**src/rtl/transport_ctrl.sv**
```systemverilog
// transport_ctrl: record/play transport state machine for the audio
// recorder, with per-slot lengths, SRAM addressing and a speed ladder.
module transport_ctrl #(
    parameter int ADDR_W = 20,
    parameter int SLOTS = 4,
    parameter int MAX_SPEED = 8,
    localparam int SLOT_W = $clog2(SLOTS),
    localparam int OFF_W = ADDR_W - SLOT_W,
    localparam int SPD_W = $clog2(MAX_SPEED + 1)
) (
    input  logic              clk,
    input  logic              rst,
    input  logic              I2C_down,
    input  logic              playRecord,
    input  logic              stop,
    input  logic              fast,
    input  logic              slow,
    input  logic              slotNext,
    input  logic              mode,
    input  logic              sample_tick,
    output logic [2:0]        o_state,
    output logic [ADDR_W-1:0] addr,
    output logic              wr_en,
    output logic              rd_en,
    output logic              speed_fast,
    output logic [SPD_W-1:0]  speed_ratio,
    output logic [SLOT_W-1:0] slot,
    output logic [OFF_W:0]    slot_len,
    output logic              full
);

    localparam logic [2:0] INIT          = 3'b101;
    localparam logic [2:0] PLAY_STOP     = 3'b000;
    localparam logic [2:0] PLAY_PLAY     = 3'b010;
    localparam logic [2:0] PLAY_PAUSE    = 3'b011;
    localparam logic [2:0] RECORD_STOP   = 3'b100;
    localparam logic [2:0] RECORD_RECORD = 3'b110;
    localparam logic [2:0] RECORD_PAUSE  = 3'b111;

    localparam int OW = OFF_W + 1;
    localparam logic [OFF_W:0]    O1   = OW'(1);
    localparam logic [OFF_W-1:0]  LAST = '1;
    localparam logic [SPD_W-1:0]  R1   = SPD_W'(1);
    localparam logic [SPD_W-1:0]  R2   = SPD_W'(2);
    localparam logic [SPD_W-1:0]  RMAX = SPD_W'(MAX_SPEED);
    localparam logic [SLOT_W-1:0] S1   = SLOT_W'(1);

    logic [4:0]        btn_q1, btn_q2, press;
    logic              mode_q;
    logic [2:0]        state, st_n;
    logic [OFF_W:0]    offset, off_n, step;
    logic [SPD_W-1:0]  hold, hold_n;
    logic [OFF_W:0]    lens [SLOTS];
    logic [SLOT_W-1:0] slot_n;
    logic [ADDR_W-1:0] addr_n;
    logic              wr_n, rd_n, full_n, clr_len;
    logic              sf_n, rec_n;
    logic [SPD_W-1:0]  sr_n;
    logic              p_play, p_stop, p_fast, p_slow, p_next, mode_chg;

    assign press    = btn_q1 & ~btn_q2;
    assign p_stop   = press[3];
    assign p_play   = press[4] & ~press[3];
    assign p_fast   = press[2] & ~press[1];
    assign p_slow   = press[1] & ~press[2];
    assign p_next   = press[0];
    assign mode_chg = mode_q != state[2];
    assign slot_len = lens[slot];
    assign o_state  = state;

    // Next transport state, offset, hold counter and access strobes
    always_comb begin
        st_n    = state;
        off_n   = offset;
        hold_n  = hold;
        step    = '0;
        wr_n    = 1'b0;
        rd_n    = 1'b0;
        full_n  = 1'b0;
        slot_n  = slot;
        clr_len = 1'b0;
        case (state)
            INIT: begin
                if (I2C_down) st_n = {mode_q, 2'b00};
            end
            PLAY_STOP, RECORD_STOP: begin
                if (mode_chg) begin
                    st_n = {mode_q, 2'b00};
                end else if (p_play && (state[2] || slot_len != '0)) begin
                    st_n    = {state[2], 2'b10};
                    clr_len = state[2];
                end
                if (p_next) slot_n = slot + S1;
            end
            PLAY_PLAY: begin
                if (sample_tick) begin
                    rd_n = 1'b1;
                    if (speed_fast) begin
                        step = OW'(speed_ratio);
                    end else if (hold >= speed_ratio - R1) begin
                        step   = O1;
                        hold_n = '0;
                    end else begin
                        hold_n = hold + R1;
                    end
                    off_n = offset + step;
                    if (off_n >= slot_len) st_n = PLAY_STOP;
                end
                if (p_stop) st_n = PLAY_STOP;
                else if (p_play && st_n == PLAY_PLAY) st_n = PLAY_PAUSE;
            end
            RECORD_RECORD: begin
                if (sample_tick) begin
                    wr_n  = 1'b1;
                    off_n = offset + O1;
                    if (offset[OFF_W-1:0] == LAST) begin
                        full_n = 1'b1;
                        st_n   = RECORD_STOP;
                    end
                end
                if (p_stop) st_n = RECORD_STOP;
                else if (p_play && st_n == RECORD_RECORD) st_n = RECORD_PAUSE;
            end
            PLAY_PAUSE, RECORD_PAUSE: begin
                if (mode_chg) st_n = {mode_q, 2'b00};
                else if (p_stop) st_n = {state[2], 2'b00};
                else if (p_play) st_n = {state[2], 2'b10};
            end
            default: st_n = INIT;
        endcase
        if (st_n[1:0] == 2'b00) begin
            off_n  = '0;
            hold_n = '0;
        end
        if (wr_n || rd_n) addr_n = {slot, offset[OFF_W-1:0]};
        else addr_n = {slot_n, off_n[OFF_W-1:0]};
    end

    // Speed ladder: 1/MAX .. 1/2, 1x, 2 .. MAX; record forces 1x
    always_comb begin
        sf_n  = speed_fast;
        sr_n  = speed_ratio;
        rec_n = st_n[2] && st_n != INIT;
        if (rec_n) begin
            sf_n = 1'b1;
            sr_n = R1;
        end else if (!state[2]) begin
            if (p_fast) begin
                if (speed_fast) begin
                    if (speed_ratio != RMAX) sr_n = speed_ratio + R1;
                end else if (speed_ratio == R2) begin
                    sf_n = 1'b1;
                    sr_n = R1;
                end else begin
                    sr_n = speed_ratio - R1;
                end
            end else if (p_slow) begin
                if (!speed_fast) begin
                    if (speed_ratio != RMAX) sr_n = speed_ratio + R1;
                end else if (speed_ratio == R1) begin
                    sf_n = 1'b0;
                    sr_n = R2;
                end else begin
                    sr_n = speed_ratio - R1;
                end
            end
        end
    end

    // Control registers and registered outputs
    always_ff @(posedge clk or negedge rst) begin
        if (!rst) begin
            btn_q1      <= '0;
            btn_q2      <= '0;
            mode_q      <= 1'b0;
            state       <= INIT;
            offset      <= '0;
            hold        <= '0;
            slot        <= '0;
            addr        <= '0;
            wr_en       <= 1'b0;
            rd_en       <= 1'b0;
            full        <= 1'b0;
            speed_fast  <= 1'b1;
            speed_ratio <= R1;
        end else begin
            btn_q1      <= {playRecord, stop, fast, slow, slotNext};
            btn_q2      <= btn_q1;
            mode_q      <= mode;
            state       <= st_n;
            offset      <= off_n;
            hold        <= hold_n;
            slot        <= slot_n;
            addr        <= addr_n;
            wr_en       <= wr_n;
            rd_en       <= rd_n;
            full        <= full_n;
            speed_fast  <= sf_n;
            speed_ratio <= sr_n;
        end
    end

    // Per-slot recorded length, cleared on a fresh recording
    always_ff @(posedge clk or negedge rst) begin
        if (!rst) begin
            for (int i = 0; i < SLOTS; i++) lens[i] <= '0;
        end else if (clr_len) begin
            lens[slot] <= '0;
        end else if (wr_n) begin
            lens[slot] <= offset + O1;
        end
    end

endmodule

```
**config.mk**
```make
export PLATFORM = sky130hd
export DESIGN_NAME = transport_ctrl
export DESIGN_NICKNAME = d
export VERILOG_FILES = /design/src/rtl/transport_ctrl.sv
export SDC_FILE = /design/constraint.sdc
export NUM_CORES = 1
export LEC_CHECK = 0
export BUFFER_PORTS_ARGS = -buffer_cell sky130_fd_sc_hd__buf_2
export CORE_UTILIZATION = 50
export DETAILED_ROUTE_END_ITERATION = 10
export GPL_TIMING_DRIVEN = 0
export MAX_ROUTING_LAYER = met4
export PLACE_DENSITY_LB_ADDON = 0.2
export RECOVER_POWER = 50
export SYNTH_ARGS = -nofsm -noshare
export SYNTH_HDL_FRONTEND = slang
export SYNTH_SLANG_ARGS = --single-unit
```
**constraint.sdc**
```tcl
create_clock -name clk -period 7.5 [get_ports clk]
set_input_delay 0.75 -clock clk [delete_from_list [all_inputs] [get_ports clk]]
set_output_delay 0.75 -clock clk [all_outputs]
set_load 0.01 [all_outputs]
```
==> metrics.md, run 1 <==
| Metric | Value |
|---|---|
| CP Class | reg2reg |
| Root Driver | clkbuf_16 |
| Num CTS Buffers | 17 |
| IO buf count | between 60 and 70 |
| Part of the power in the clock network | 36.2% |
| Placed Area | 8130 um^2 |
| Crit path capture type | register |
| Fill count | 1237 |
| Register area | around 3600 um^2 |
| Max Slew Vio Count | 77 |
| Adder-cell share of the synthesized area | 6.85% |
| Synthesized flop and latch total | roughly 140 |
| # DRC | 8 |
| Failing checks | DRC, capacitance limit, slew limit |
| Synth top area cells | dfrtp_1 46%, o2bb2ai_1 7.9%, ha_1 6.5%, mux4_2 5.7%, xnor2_1 3.7% |
| Sequential-to-total area share from yosys stat | between 40% and 50% |
| Remaining global-route overflow | 0 |
| Reg2Reg Depth | 26 |
| Mapped Area | about 7600 um^2 |
| Switch Pwr | roughly 0.78 mW |
| Hold Path Class | reg2reg |
| RSZ-0062 raised after global routing | false |
| PD cells | 273 nW/um^2 |
| Antenna violations before repair | 0 |
| Peak Freq | approximately 150 MHz |
| Starting DRT DRC Count | ~440 |
| Worst Tran Pin Value | around 4.2 ns |
| Synth Area in Simple Gates | between 10% and 20% |
| Final net count | 840 |
| Core Area | approximately 15000 um^2 |
| CP Launch Type | register |
| Arr. time, crit path | 6.87 ns |
| Die ar. | between 15000 and 20000 um^2 |
| Part of the power in registers | 36.0% |
| Top FF cell, synth | dfrtp_1 |
| Starting density of the core | 51.6% |
| Vias | 5942 |
| Clk_lat worst skew | about 0.43 ns |
| Period utilisation layout | between 80% and 90% |
| Via density | between 6 and 7 |
| Setup Buffers After CTS | 0 |
| Synth cell types | 57 |
| Number of global-route vias before repair | 5943 |
| Chip Width | between 100 and 150 um |
| Post-synth EDFFs | 0 |
| H-tree Lvls | 4 |
| Final TNS setup | 0 ns |
| Synth top area share | 46.0% |
| Setup Skew | 0.0105 ns |
| Crit path capture | hold[3] |
| XOR/XNOR Fraction of Synth Area | between 6 and 7% |
| Worst Path Required | slightly below 8 ns |
| Leak | ~3.8 nW |
| IO Count | 62 |
| Final Cell Area | 8710 um^2 |
| Syn Nets | 759 |
| Largest family of logic cells by synthesized area | compound AO/OA/AOI/OAI gates |
| CP max FO | 10 |
| CTS clk-pin slew, worst paths | roughly 0.06 ns |
| Rel. slew slack | -177% |
| Gpl congestion | 0.905 |
| Minimum clock period | roughly 6.6 ns |
| Synth Area per Inst | around 11 um^2 |
| VDD IR-drop max | around 0.16 mV |
| Final setup viols | 0 |
| Global Route Usage Sum | a little over a quarter |
| Final WL | slightly below 20000 um |
| Antenna cell count | 0 |
| Area growth from synthesis to layout | 15.1% |
| First-pass GRT wire length | around 32000 um |
| Syn Inst Count | approximately 710 |
| Async S/R FF share, synth | between 90% and 100% |
| TritonCTS clock tree | built |
| Final hold viol count | 0 |
| Yosys warns | 0 |
| Multi-input logic area | 3670 um^2 |
| Compound-Gate Fraction of Synth Area | ~16% |
| FF-to-FF End | hold[3] |
| Critical Path Source | speed_ratio[0] |
| Post-CTS Hold Fix Bufs | 0 |
| Sw Ratio | 32.9% |
| Int Pwr | approximately 1.6 mW |
| Proportion of synthesized area in mux cells | under 10% |
| Antenna viol nets, final | 0 |
| Number of gates resized after CTS | 0 |
| Logic pwr share | between 20% and 30% |
| Share of cells above drive strength 1 | 14.1% |
| Per-cell routed wire length | about 20 um |
| Max-Cap Viols | 1 |
| Cell taking the most area after synthesis | dfrtp_1 |
| CTS Sinks | around 140 |
| Clk buf depth | 2 |
| Hpwl dp | roughly 14000 um |
| Status | finished with violations |
| R2R Setup Slk | 0.94 ns |
| Vert. Die Dim | between 100 and 150 um |
| Row cnt | between 40 and 50 |
| DR pass1 iterations | 8 |
| Largest net degree at the start of global routing | 78 |
| Reg2reg start | speed_ratio[0] |
-- layout make-up --
cell class | instances | area share [%]
multi-input cells | 487 | 42.1
clock buffers | 21 | 5.29
well taps | 184 | 2.64
inverters | 40 | 1.72
flip-flops and latches | 143 | 41.2
clock inverters | 10 | 1.58
repair buffers | 62 | 3.62
plain buffers | 39 | 1.85
-- flip-flops by register name (all words and copies together), names as in the netlist --
name         flops
lens            76
addr            20
offset          19
btn_q1           5
btn_q2           5
hold             4
speed_ratio      4
o_state          3
slot             2
full             1
mode_q           1
rd_en            1
speed_fast       1
wr_en            1
-- worst min path at each step --
stage	start	to	slack (ns)	depth (start not counted)
detailed placement	btn_q1[1]	btn_q2[1]	0.36	0
floorplan	btn_q1[4]	btn_q2[4]	0.35	0
global placement	btn_q1[1]	btn_q2[1]	0.36	0
CTS	rst	lens[60]	0.37	1
global route	btn_q1[1]	btn_q2[1]	0.39	0
finish	btn_q1[1]	btn_q2[1]	0.37	0
-- cells in the final DEF, fill, tap and decap left out, types with 19 or more instances in the layout --
cell	n
a21oi_1	28
buf_2	52
clkbuf_1	44
dfrtp_1	139
ha_1	39
inv_1	39
mux4_2	19
nand2_1	45
nand3_1	19
nor2_1	61
o21ai_0	19
o2bb2ai_1	68
xnor2_1	32
xor2_1	21
-- per-stage QoR --
step / std cells / total power, mW / utilization [%] / setup slack [ns] / hold WS [ns]
after CTS: 986 / 2.39 / 59.6 / 1.07 / 0.370
after global placement: 954 / 1.50 / 55.3 / 1.16 / 0.358
after floorplan: 709 / 1.32 / - / 2.13 / 0.346
final: 986 / 2.38 / 59.4 / 0.938 / 0.370
after global routing: 986 / 2.50 / 59.4 / 0.487 / 0.391
after detailed placement: 955 / 1.52 / 55.5 / 1.10 / 0.362
-- routing by layer --
| layer | GRT usage, % | up-vias | wire [um] |
|---|---|---|---|
| li1 | - | 2727 | - |
| met1 | 36.5 | 2974 | 8600 |
| met2 | 40.4 | 208 | 9220 |
| met3 | 6.55 | 33 | 1100 |
| met4 | 9.68 | 0 | 486 |
| met5 | - | - | 0 |
-- Yosys cell counts (2+ instances only) --
cell and n:
and2_1 5, dfstp_2 4, nand2_1 45, o2bb2ai_1 68, and2b_1 3, nor2_1 61
o221ai_1 3, ha_1 39, a21oi_1 28, or3_1 3, buf_4 2, or2_2 2
nand4_1 13, a31oi_1 3, o21ai_0 19, buf_2 5, clkbuf_1 28, nor2b_1 17
a22o_1 8, nand2b_1 5, nor4_1 8, a2bb2oi_1 2, buf_1 3, mux4_2 19
dfrtp_1 139, nand3b_1 2, and3_1 7, o211ai_1 4, nor3b_1 2, a221oi_1 2
nand3_1 19, nor3_1 15, a211oi_1 9, inv_1 39, xor2_1 21, xnor2_1 32
a21o_1 5
-- power groups by stage --
stage               Combinational, mW  Sequential, mW  Clock (mW)
global route                    0.729           0.862       0.906
floorplan                       0.446           0.873           0
CTS                             0.659           0.856       0.874
global placement                0.632           0.868           0
detailed placement              0.652           0.869           0
finish                          0.661           0.857       0.861
-- worst max-delay path: stages (launching register included) --
cell,delay [ns]
dfstp_2,0.56
clkbuf_1,0.31
inv_1,0.16
ha_1,0.28
xnor2_1,0.14
ha_1,0.30
nand2_1,0.04
o21ai_0,0.45
nor2_1,0.08
a21oi_1,0.16
ha_1,0.23
inv_1,0.07
fa_1,0.41
nor2b_1,0.12
o21ai_0,0.13
and2_1,0.26
nor2_1,0.30
nand3_1,0.14
xnor2_1,0.16
ha_1,0.32
nand4_1,0.12
or2_2,0.33
nor3_1,0.20
a211oi_1,0.16
a211oi_2,0.56
buf_2,0.36
nor2_1,0.08
-- kinds of logic (layout without fill, tap and decap cells) --
logic type	count (synthesis)	count (layout)
flops	143	143
fa+ha+maj	41	41
compound gates	161	161
simple gates	212	212
mux	20	20
buf+inv	79	172
xor+xnor	53	53
No activity file was read; power rests on OpenSTA's default activity.
==> inputs of run 2 (changes only) <==
--- a/config.mk
+++ b/config.mk
@@ -11,7 +11,8 @@
 export GPL_TIMING_DRIVEN = 0
 export MAX_ROUTING_LAYER = met4
 export PLACE_DENSITY_LB_ADDON = 0.2
-export RECOVER_POWER = 50
+export RECOVER_POWER = 25
+export SLEW_MARGIN = 25
 export SYNTH_ARGS = -nofsm -noshare
 export SYNTH_HDL_FRONTEND = slang
 export SYNTH_SLANG_ARGS = --single-unit
==> run 2 against run 1 <==
Net effect: the flow still finishes with violations (DRC, capacitance limit, slew limit); setup slack worse by 0.034 ns; clock power down 2.7%; global-route usage up 0.15 points; worst hold slack better by 0.0085 ns; first-iteration DRC count up 12%; register-to-register slack worse by 0.03 ns; via count up 0.37%; count of clock-buffer cells in the layout up 2; non-clock buffer count up 1; clock skew up 0.0014 ns; die area unchanged; total power down 0.78%; largest cell class unchanged.
==> metrics.md, run 2 (synthesis gave the netlist of run 1 again) <==
| Metric | Value |
|---|---|
| Status | finished with violations |
| Failing checks | DRC, capacitance limit, slew limit |
| Setup Buffers After CTS | 0 (unchanged) |
| Global Route Usage Sum | 27.3% (+0.15 points) |
| CTS clk-pin slew, worst paths | 0.06 ns (about the same) |
| Gpl congestion | 0.905 (unchanged) |
| TritonCTS clock tree | built |
| Max-Cap Viols | 1 (unchanged) |
| Crit path capture type | register |
| Final hold viol count | 0 (unchanged) |
| CTS Sinks | 143 (unchanged) |
| Number of global-route vias before repair | 5964 (+0.35%) |
| CP Launch Type | register |
| IO Count | 62 (unchanged) |
| Slowest CP cell | dfstp_2 |
| Antenna cell count | 0 (unchanged) |
| Clk_lat worst skew | 0.43 ns (about the same) |
| Area growth from synthesis to layout | 15.3% |
| Per-cell routed wire length | 19.7 um (about the same) |
| Starting density of the core | 51.6% (unchanged) |
| Max reg flops | 76 (unchanged) |
| Arr. time, crit path | 6.90 ns (+0.03 ns) |
| H-tree Lvls | 4 (unchanged) |
| Leak | 3.86 nW (+1.7%) |
| WP buf/inv | 4 (unchanged) |
| Final TNS setup | 0 ns (unchanged) |
| # DRC | 8 (unchanged) |
| Post-CTS Hold Fix Bufs | 0 (unchanged) |
| Final setup viols | 0 (unchanged) |
| VDD IR-drop max | 0.149 mV (-3.6%) |
| Hold Worst Slack | 0.378 ns (+0.00849 ns) |
| Hpwl dp | 13900 um (about the same) |
| Peak Freq | 152 MHz (-0.51%) |
| Worst Path Required | 7.80 ns (about the same) |
| IO buf count | 61 (unchanged) |
| Die ar. | 15600 um^2 (unchanged) |
| Share of cells above drive strength 1 | 16.0% (+2.0 points) |
| Cell family with most CP delay | simple AND/OR/NAND/NOR gates |
| Rel. slew slack | -176% (+1.5 points) |
| Starting DRT DRC Count | 497 (+12%) |
| Minimum clock period | 6.60 ns (+0.0339 ns) |
| Core Area | 14600 um^2 (unchanged) |
| Placed Area | 8140 um^2 (+0.12%) |
| Top Registers | lens: 76 flops, addr: 20 flops, offset: 19 flops |
| Row cnt | 44 (unchanged) |
| Vias | 5964 (+0.37%) |
| Worst Tran Pin Value | 4.14 ns (-0.0230 ns) |
| Largest net degree at the start of global routing | 78 (unchanged) |
| Setup ws final | 0.904 ns (-0.0339 ns) |
| Via density | 6.04 (+0.17%) |
| Chip Width | 125 um (unchanged) |
| Antenna violations before repair | 0 (unchanged) |
| CP Class | reg2reg |
| PD cells | 271 nW/um^2 (-0.96%) |
| RSZ-0062 raised after global routing | false |
| Most frequent cells in the layout | 139 x dfrtp_1, 68 x o2bb2ai_1, 65 x buf_2, 61 x nor2_1, 45 x nand2_1 |
| Root Driver | clkbuf_16 |
| Vert. Die Dim | 125 um (unchanged) |
| Antenna viol nets, final | 0 (unchanged) |
| Remaining global-route overflow | 0 (unchanged) |
| Final net count | 841 (+0.12%) |
| Num CTS Buffers | 17 (unchanged) |
| Clk buf depth | 2 (unchanged) |
| Commonest non-fill, non-tap cell in the layout | dfrtp_1 |
| Period utilisation layout | 87.9% (+0.45 points) |
| Crit-path max cell delay | 0.56 ns (about the same) |
| Biggest register | lens |
| Crit-path most repeated cell | ha_1 |
| Number of gates resized after CTS | 0 (unchanged) |
| CP max FO | 10 (unchanged) |
| Final WL | 19400 um (+0.12%) |
| Hold Path Class | reg2reg |
| DR pass1 iterations | 8 (unchanged) |
| Max Slew Vio Count | 77 (unchanged) |
| First-pass GRT wire length | 31900 um (+0.48%) |
| Final Cell Area | 8720 um^2 (+0.19%) |
| Setup slack at placement | 1.11 ns (+0.00302 ns) |
| Setup Skew | 0.0118 ns (+0.00135 ns) |
## run 2: cell type report
cell class	count	area, um^2
Timing Repair Buffer	63	337
Buffer	39	161
Multi-Input combinational cell	487	3670
Clock buffer	23	478
Fill cell	1223	5920
Inverter	40	150
Tap cell	184	230
Sequential cell	143	3580
Clock inverter	9	109
## run 2: worst register-to-register path: stages, from the launching register on
cell and delay [ns]:
dfstp_2 0.56, clkbuf_1 0.31, inv_1 0.17, ha_1 0.29, xnor2_1 0.14, ha_1 0.30, nand2_1 0.04, o21ai_0 0.47
nor2_1 0.08, a21oi_1 0.15, ha_1 0.23, inv_1 0.07, fa_1 0.40, nor2b_1 0.13, o21ai_0 0.14, and2_1 0.26
nor2_1 0.31, nand3_1 0.15, xnor2_1 0.15, ha_1 0.32, nand4_1 0.12, or2_2 0.33, nor3_1 0.18, a211oi_1 0.16
a211oi_2 0.56, buf_2 0.36, nor2_1 0.09
## run 2: metal layers
metal  GRT usage, %  vias to the layer above  wire length, um
met1           36.9                     2992             8550
met3           4.66                       40             1070
met2           41.0                      199             9300
met4           11.8                        0              516
li1               -                     2733                -
met5              -                        -                0
## run 2: final timing paths
check                               startpoint        end  slack [ns]  cells past startpoint
worst min register to register       btn_q1[4]  btn_q2[4]        0.38                      0
min in group asynchronous                  rst   lens[40]        1.77                      1
worst max register to register  speed_ratio[0]    hold[3]        0.90                     26
worst max-delay path            speed_ratio[0]    hold[3]        0.90                     26
max in group asynchronous                  rst   lens[47]        3.41                      1
worst min-delay path                 btn_q1[4]  btn_q2[4]        0.38                      0
## run 2: through the flow
| step | total power, mW | instances | util, % |
|---|---|---|---|
| after floorplan | 1.32 | 709 | - |
| after global placement | 1.50 | 954 | 55.3 |
| after detailed placement | 1.52 | 955 | 55.6 |
| after CTS | 2.36 | 987 | 59.6 |
| after global routing | 2.48 | 988 | 59.6 |
| final | 2.36 | 988 | 59.6 |
## run 2: power breakdown
part | switching [mW] | leakage [nW] | internal (mW) | total (mW)
Clock | 0.323 | 0.287 | 0.515 | 0.838
Combinational | 0.422 | 1.62 | 0.243 | 0.665
Sequential | 0.0395 | 1.95 | 0.818 | 0.858
